**src/rtl/alu_serial_cmd_receiver.sv**
```systemverilog
// Serial command receiver: deframes 11-bit frames on i_sin, collects 8 operand
// bytes plus a CMD byte, checks count/CRC4/opcode and strobes a command or an error.
module alu_serial_cmd_receiver (
    input  logic        i_clk,
    input  logic        i_rst_n,
    input  logic        i_sin,
    output logic [31:0] o_a,
    output logic [31:0] o_b,
    output logic [2:0]  o_op,
    output logic        o_cmd_valid,
    output logic        o_err_valid,
    output logic [2:0]  o_err_flags
);

    // state  | meaning
    // IDLE   | waiting for a start bit (sin = 0)
    // TYPE   | latching the type bit (1 = CMD, 0 = DATA)
    // BITS   | shifting the 8 payload bits, MSB first
    // STOP   | sampling the stop bit and acting on the completed frame
    localparam logic [1:0] S_IDLE = 2'd0;
    localparam logic [1:0] S_TYPE = 2'd1;
    localparam logic [1:0] S_BITS = 2'd2;
    localparam logic [1:0] S_STOP = 2'd3;

    logic [1:0]  r_state;
    logic [2:0]  r_bit_cnt;
    logic        r_type;
    logic [7:0]  r_shift;
    logic [3:0]  r_byte_cnt;
    logic        r_frame_err;
    logic [63:0] r_buf;

    logic        r_pend;
    logic [2:0]  r_pend_flags;
    logic [2:0]  r_pend_op;

    logic [31:0] r_a;
    logic [31:0] r_b;
    logic [2:0]  r_op;
    logic        r_cmd_valid;
    logic        r_err_valid;
    logic [2:0]  r_err_flags;

    logic [2:0]  w_cmd_op;
    logic [3:0]  w_cmd_crc;
    logic [3:0]  w_crc_calc;
    logic        w_err_data;
    logic        w_err_crc;
    logic        w_err_op;

    // CRC4, polynomial x^4+x+1, zero seed, MSB of the message first.
    function automatic logic [3:0] crc4(input logic [67:0] d);
        logic [3:0] c;
        logic       fb;
        c = 4'b0000;
        for (int i = 67; i >= 0; i--) begin
            fb = c[3] ^ d[i];
            c  = {c[2:0], 1'b0} ^ {2'b00, fb, fb};
        end
        return c;
    endfunction

    assign w_cmd_op   = r_shift[6:4];
    assign w_cmd_crc  = r_shift[3:0];
    assign w_crc_calc = crc4({r_buf, 1'b1, w_cmd_op});
    assign w_err_data = (r_byte_cnt != 4'd8) | r_frame_err | ~i_sin;
    assign w_err_crc  = ~w_err_data & (w_cmd_crc != w_crc_calc);
    // Legal opcodes 000/001/100/101 are exactly those with op[1] clear.
    assign w_err_op   = ~w_err_data & ~w_err_crc & w_cmd_op[1];

    always_ff @(posedge i_clk) begin
        if (!i_rst_n) begin
            r_state      <= S_IDLE;
            r_bit_cnt    <= 3'd0;
            r_type       <= 1'b0;
            r_shift      <= 8'd0;
            r_byte_cnt   <= 4'd0;
            r_frame_err  <= 1'b0;
            r_buf        <= 64'd0;
            r_pend       <= 1'b0;
            r_pend_flags <= 3'd0;
            r_pend_op    <= 3'd0;
            r_a          <= 32'd0;
            r_b          <= 32'd0;
            r_op         <= 3'd0;
            r_cmd_valid  <= 1'b0;
            r_err_valid  <= 1'b0;
            r_err_flags  <= 3'd0;
        end else begin
            r_cmd_valid <= 1'b0;
            r_err_valid <= 1'b0;
            r_err_flags <= 3'd0;
            r_pend      <= 1'b0;

            // Verdict from the CMD stop-bit edge is published one edge later.
            if (r_pend) begin
                if (r_pend_flags == 3'd0) begin
                    r_cmd_valid <= 1'b1;
                    r_b         <= r_buf[63:32];
                    r_a         <= r_buf[31:0];
                    r_op        <= r_pend_op;
                end else begin
                    r_err_valid <= 1'b1;
                    r_err_flags <= r_pend_flags;
                end
            end

            case (r_state)
                S_IDLE: begin
                    if (!i_sin) begin
                        r_state <= S_TYPE;
                    end
                end
                S_TYPE: begin
                    r_type    <= i_sin;
                    r_bit_cnt <= 3'd7;
                    r_state   <= S_BITS;
                end
                S_BITS: begin
                    r_shift <= {r_shift[6:0], i_sin};
                    if (r_bit_cnt == 3'd0) begin
                        r_state <= S_STOP;
                    end else begin
                        r_bit_cnt <= r_bit_cnt - 3'd1;
                    end
                end
                default: begin
                    r_state <= S_IDLE;
                    if (r_type) begin
                        r_pend       <= 1'b1;
                        r_pend_flags <= {w_err_data, w_err_crc, w_err_op};
                        r_pend_op    <= w_cmd_op;
                        r_byte_cnt   <= 4'd0;
                        r_frame_err  <= 1'b0;
                    end else if (!i_sin) begin
                        r_frame_err <= 1'b1;
                    end else if (r_byte_cnt < 4'd8) begin
                        for (int k = 0; k < 8; k++) begin
                            if (r_byte_cnt == 4'(k)) begin
                                r_buf[63 - 8*k -: 8] <= r_shift;
                            end
                        end
                        r_byte_cnt <= r_byte_cnt + 4'd1;
                    end else begin
                        r_byte_cnt <= 4'd9;
                    end
                end
            endcase
        end
    end

    assign o_a         = r_a;
    assign o_b         = r_b;
    assign o_op        = r_op;
    assign o_cmd_valid = r_cmd_valid;
    assign o_err_valid = r_err_valid;
    assign o_err_flags = r_err_flags;

endmodule

```
**config.mk**
```make
export PLATFORM = sky130hd
export DESIGN_NAME = alu_serial_cmd_receiver
export DESIGN_NICKNAME = d
export VERILOG_FILES = /design/src/rtl/alu_serial_cmd_receiver.sv
export SDC_FILE = /design/constraint.sdc
export NUM_CORES = 1
export LEC_CHECK = 0
export CORE_MARGIN = 1
export CORE_UTILIZATION = 57
export DETAILED_ROUTE_END_ITERATION = 6
export DONT_BUFFER_PORTS = 1
export PLACE_DENSITY = 0.86
export SLEW_MARGIN = 5
export SYNTH_ARGS = -nofsm -noshare
export SYNTH_HDL_FRONTEND = slang
export SYNTH_SLANG_ARGS = --single-unit
```
**constraint.sdc**
```tcl
create_clock -name i_clk -period 3.85 [get_ports i_clk]
set_input_delay 0.77 -clock i_clk [delete_from_list [all_inputs] [get_ports i_clk]]
set_output_delay 0.77 -clock i_clk [all_outputs]
set_load 0.05 [all_outputs]
```
==> summary.json <==
{
  "drc": {"value": 0},
  "routed_wire_length_per_instance": {"value": 17.1, "unit": "µm"},
  "cap_viol_max_count": {"value": 0},
  "hold_path_startpoint": {"value": "r_pend_op[0]"},
  "area_of_the_multi_input_gates": {"value": 4110, "unit": "µm²"},
  "tritoncts.num_buffers": {"value": 17},
  "buffer_ports.inserted": {"value": 0},
  "grt_setup_unrepaired": {"value": "false"},
  "max_clock_freq": {"value": 273, "unit": "MHz"},
  "static-leakage-power": {"value": 2.90, "unit": "nW"},
  "design.die.area": {"value": 13700, "unit": "µm²"},
  "largest_net_degree_at_the_start_of_global_routing": {"value": 162},
  "setup-tns-final": {"value": 0, "unit": "ns"},
  "worstSetupPathType": {"value": "reg2reg"},
  "cells_after_synthesis": {"value": 847},
  "hp-class": {"value": "reg2reg"},
  "sort_of_element_at_the_end_of_the_critical_path": {"value": "register"},
  "post-route-min-period": {"value": 3.66, "unit": "ns"},
  "clock_tree_from_tritoncts": {"value": "built"},
  "postLayoutCoreUtil": {"value": 65.0, "unit": "%"},
  "final_antenna_net_count": {"value": 0},
  "number_of_buffers_on_the_longest_clock_path": {"value": 2},
  "drt_pre_antenna_iters": {"value": 5},
  "grt_remaining_overflow": {"value": 0},
  "area_delta_synth_final": {"value": 9.72, "unit": "%"},
  "fp.dieH": {"value": 117, "unit": "µm"},
  "cp_max_fo": {"value": 4},
  "num_rows": {"value": 41},
  "placed_cell_area": {"value": 7650, "unit": "µm²"},
  "start_util": {"value": 59.2, "unit": "%"},
  "cp-startpoint": {"value": "r_buf[45]"},
  "vias": {"value": 5705},
  "synth.lib_cells_used.distinct": {"value": 34},
  "final_min_period_over_clock_period": {"value": 95.2, "unit": "%"},
  "synth_area_per_inst": {"value": 8.93, "unit": "µm²"},
  "first_pass_grt_wire_length": {"value": 27.2, "unit": "mm"},
  "arrival": {"value": 3.98, "unit": "ns"},
  "r2r_start": {"value": "r_buf[45]"},
  "final.fill_count": {"value": 994},
  "synth_seq_area_share": {"value": 42.9, "unit": "%"},
  "clock_skew": {"value": 0.00567, "unit": "ns"},
  "setup.reg_to_reg.worst_slack": {"value": 0.19, "unit": "ns"},
  "diodes_inserted": {"value": 0},
  "hold_viol_final": {"value": 0},
  "yosysWarnings": {"value": 0},
  "design.core.area": {"value": 12800, "unit": "µm²"},
  "globalplace.congestion": {"value": 0.910},
  "htree_num_levels": {"value": 4},
  "final_common_cell": {"value": "nand2_1"},
  "synth_nets": {"value": 860},
  "clock_sinks": {"value": 162},
  "run_status": {"value": "finished, final reports clean"},
  "antenna_found_initial": {"value": 0},
  "drt_wl_total": {"value": 17.3, "unit": "mm"},
  "irDropWorstVdd": {"value": 0.000292, "unit": "V"},
  "worst_setup_hold_path_clk_slew": {"value": 0.06, "unit": "ns"},
  "final_cell_mix": {"value": "nand2_1 (223), dfxtp_1 (158), a21boi_0 (137)"},
  "detail_route.iter0.violations": {"value": 608},
  "slew_viol_final": {"value": 0},
  "tightest_slew": {"value": 0.824, "unit": "ns"},
  "worst_case_reg_to_reg_path_depth": {"value": 11},
  "clock_root_buffer_master": {"value": "clkbuf_16"},
  "boundaryPins": {"value": 75},
  "synthesis.area": {"value": 7570, "unit": "µm²"},
  "final_layout_size_suffix_gt1_share": {"value": 7.54, "unit": "%"},
  "worst_slew_margin_rel": {"value": 45.1, "unit": "%"},
  "place.detailed.hpwl": {"value": 10.9, "unit": "mm"},
  "setup.worst_path.end": {"value": "r_pend_flags[0]"},
  "grt_util_all_layers": {"value": 26.4, "unit": "%"},
  "crit_path_required_time": {"value": 4.17, "unit": "ns"},
  "setup_viol": {"value": 0},
  "nets": {"value": 836},
  "clock_latency": {"value": 0.43, "unit": "ns"},
  "drt-vias-per-instance": {"value": 5.66},
  "worstSetupStartpointType": {"value": "register"},
  "power_per_cell_area": {"value": 448, "unit": "nW/µm²"},
  "first_global_vias": {"value": 5313},
  "post_route_design_area": {"value": 8300, "unit": "µm²"},
  "yosys_register_bits": {"value": 162},
  "fp.dieW": {"value": 117, "unit": "µm"},
  "layout.area.seq": {"value": 3250, "unit": "µm²"},
  "regToRegEndpoint": {"value": "r_pend_flags[0]"}
}
-- stage by stage --
stage / instances / hold slack (ns) / worst slack, ns / power, mW
final: 1008 / 0.468 / 0.185 / 3.72
after global routing: 1008 / 0.478 / 0.0113 / 3.85
after CTS: 1003 / 0.455 / 0.00925 / 3.73
after detailed placement: 971 / 0.462 / 0.0261 / 2.10
after global placement: 971 / 0.455 / 0.180 / 2.09
after floorplan: 847 / 0.437 / 0.232 / 2.05
-- report_power, final --
part | internal, mW | switching (mW) | total [mW] | leakage [nW]
Clock | 0.988 | 0.664 | 1.65 | 0.267
Combinational | 0.131 | 0.181 | 0.312 | 1.33
Sequential | 1.71 | 0.0431 | 1.75 | 1.31
Total | 2.83 | 0.888 | 3.72 | 2.90
-- sequential cells by signal, indices dropped and copies added (netlist names) --
signal / cells
o_a: 32
o_b: 32
o_cmd_valid: 1
o_err_flags: 3
o_err_valid: 1
o_op: 3
r_bit_cnt: 3
r_buf: 64
r_byte_cnt: 4
r_frame_err: 1
r_pend: 1
r_pend_flags: 3
r_pend_op: 3
r_shift: 8
r_state: 2
r_type: 1
-- synth_stat cells (all sizes together) --
master	instances	area share [%]
a211o	1	0.12
a21boi	138	14
a21oi	5	0.33
a41oi	1	0.12
and2	1	0.083
and3	5	0.41
and3b	1	0.12
buf	6	0.30
clkbuf	53	2.6
dfxtp	162	43
ha	10	1.7
inv	9	0.45
mux2i	13	1.7
nand2	224	11
nand3	71	4.7
nor2	17	0.84
nor2b	14	1.2
nor3	3	0.20
nor3b	1	0.099
nor4	1	0.083
nor4bb	1	0.13
o21a	2	0.20
o21ai	3	0.20
o2bb2ai	1	0.12
o31a	1	0.12
o41ai	1	0.22
or2	1	0.083
xnor2	59	6.9
xnor3	23	6.9
xor2	19	2.4
-- cells by family (layout without fill, tap and decap cells) --
family / after synthesis / after routing / synth area share, %
flops: 162 / 162 / 42.9
simple gates: 340 / 340 / 19.0
fa+ha+maj: 10 / 10 / 1.65
compound gates: 153 / 153 / 15.1
mux: 13 / 13 / 1.72
xor+xnor: 101 / 101 / 16.2
buf+inv: 68 / 57 / 3.37
-- layout make-up --
class                   count  share of cell area, %
clock buffers              24                   5.68
clock inverters             8                   1.25
inverters                   9                  0.407
multi-input cells         617                   49.5
flip-flops and latches    162                   39.1
well taps                 172                   2.59
repair buffers             16                   1.45
-- worst min path at each step --
stage	endpoint	slack (ns)	cells past startpoint
after global routing	r_bit_cnt[2]	0.48	1
after CTS	r_bit_cnt[0]	0.45	2
after global placement	r_pend_op[1]	0.45	2
after floorplan	r_frame_err	0.44	2
after detailed placement	r_pend_op[0]	0.46	2
final	r_pend_op[0]	0.47	2
-- worst max-delay path, cell delays in order, from the launching register on --
cell and delay, ns:
dfxtp_1 0.41, xor2_1 0.24, xnor2_1 0.22, xnor3_1 0.50
xnor3_1 0.39, xnor3_1 0.44, xnor3_2 0.40, xor2_2 0.21
mux2i_1 0.22, o2bb2ai_1 0.16, nand2_1 0.10, o41ai_2 0.27
-- metal layers --
metal | track usage (%) | part of all wire [%] | wire length (µm) | vias up
li1 | - | - | - | 2745
met1 | 33.7 | 42 | 7300 | 2718
met2 | 42.8 | 48 | 8260 | 203
met3 | 6.18 | 7.2 | 1240 | 39
met4 | 11.4 | 2.7 | 461 | 0
met5 | 0 | 0 | 0 | -
-- what timing repair did --
item / CTS / global route
hold buffers: 0 / 0
setup buffers: 0 / 5
endpoints found under the setup margin: 1 / 2
pin swaps: 0 / 8
gates resized for setup: 1 / 8
gates cloned: 0 / 0
Power figures use the tool's default switching activity.
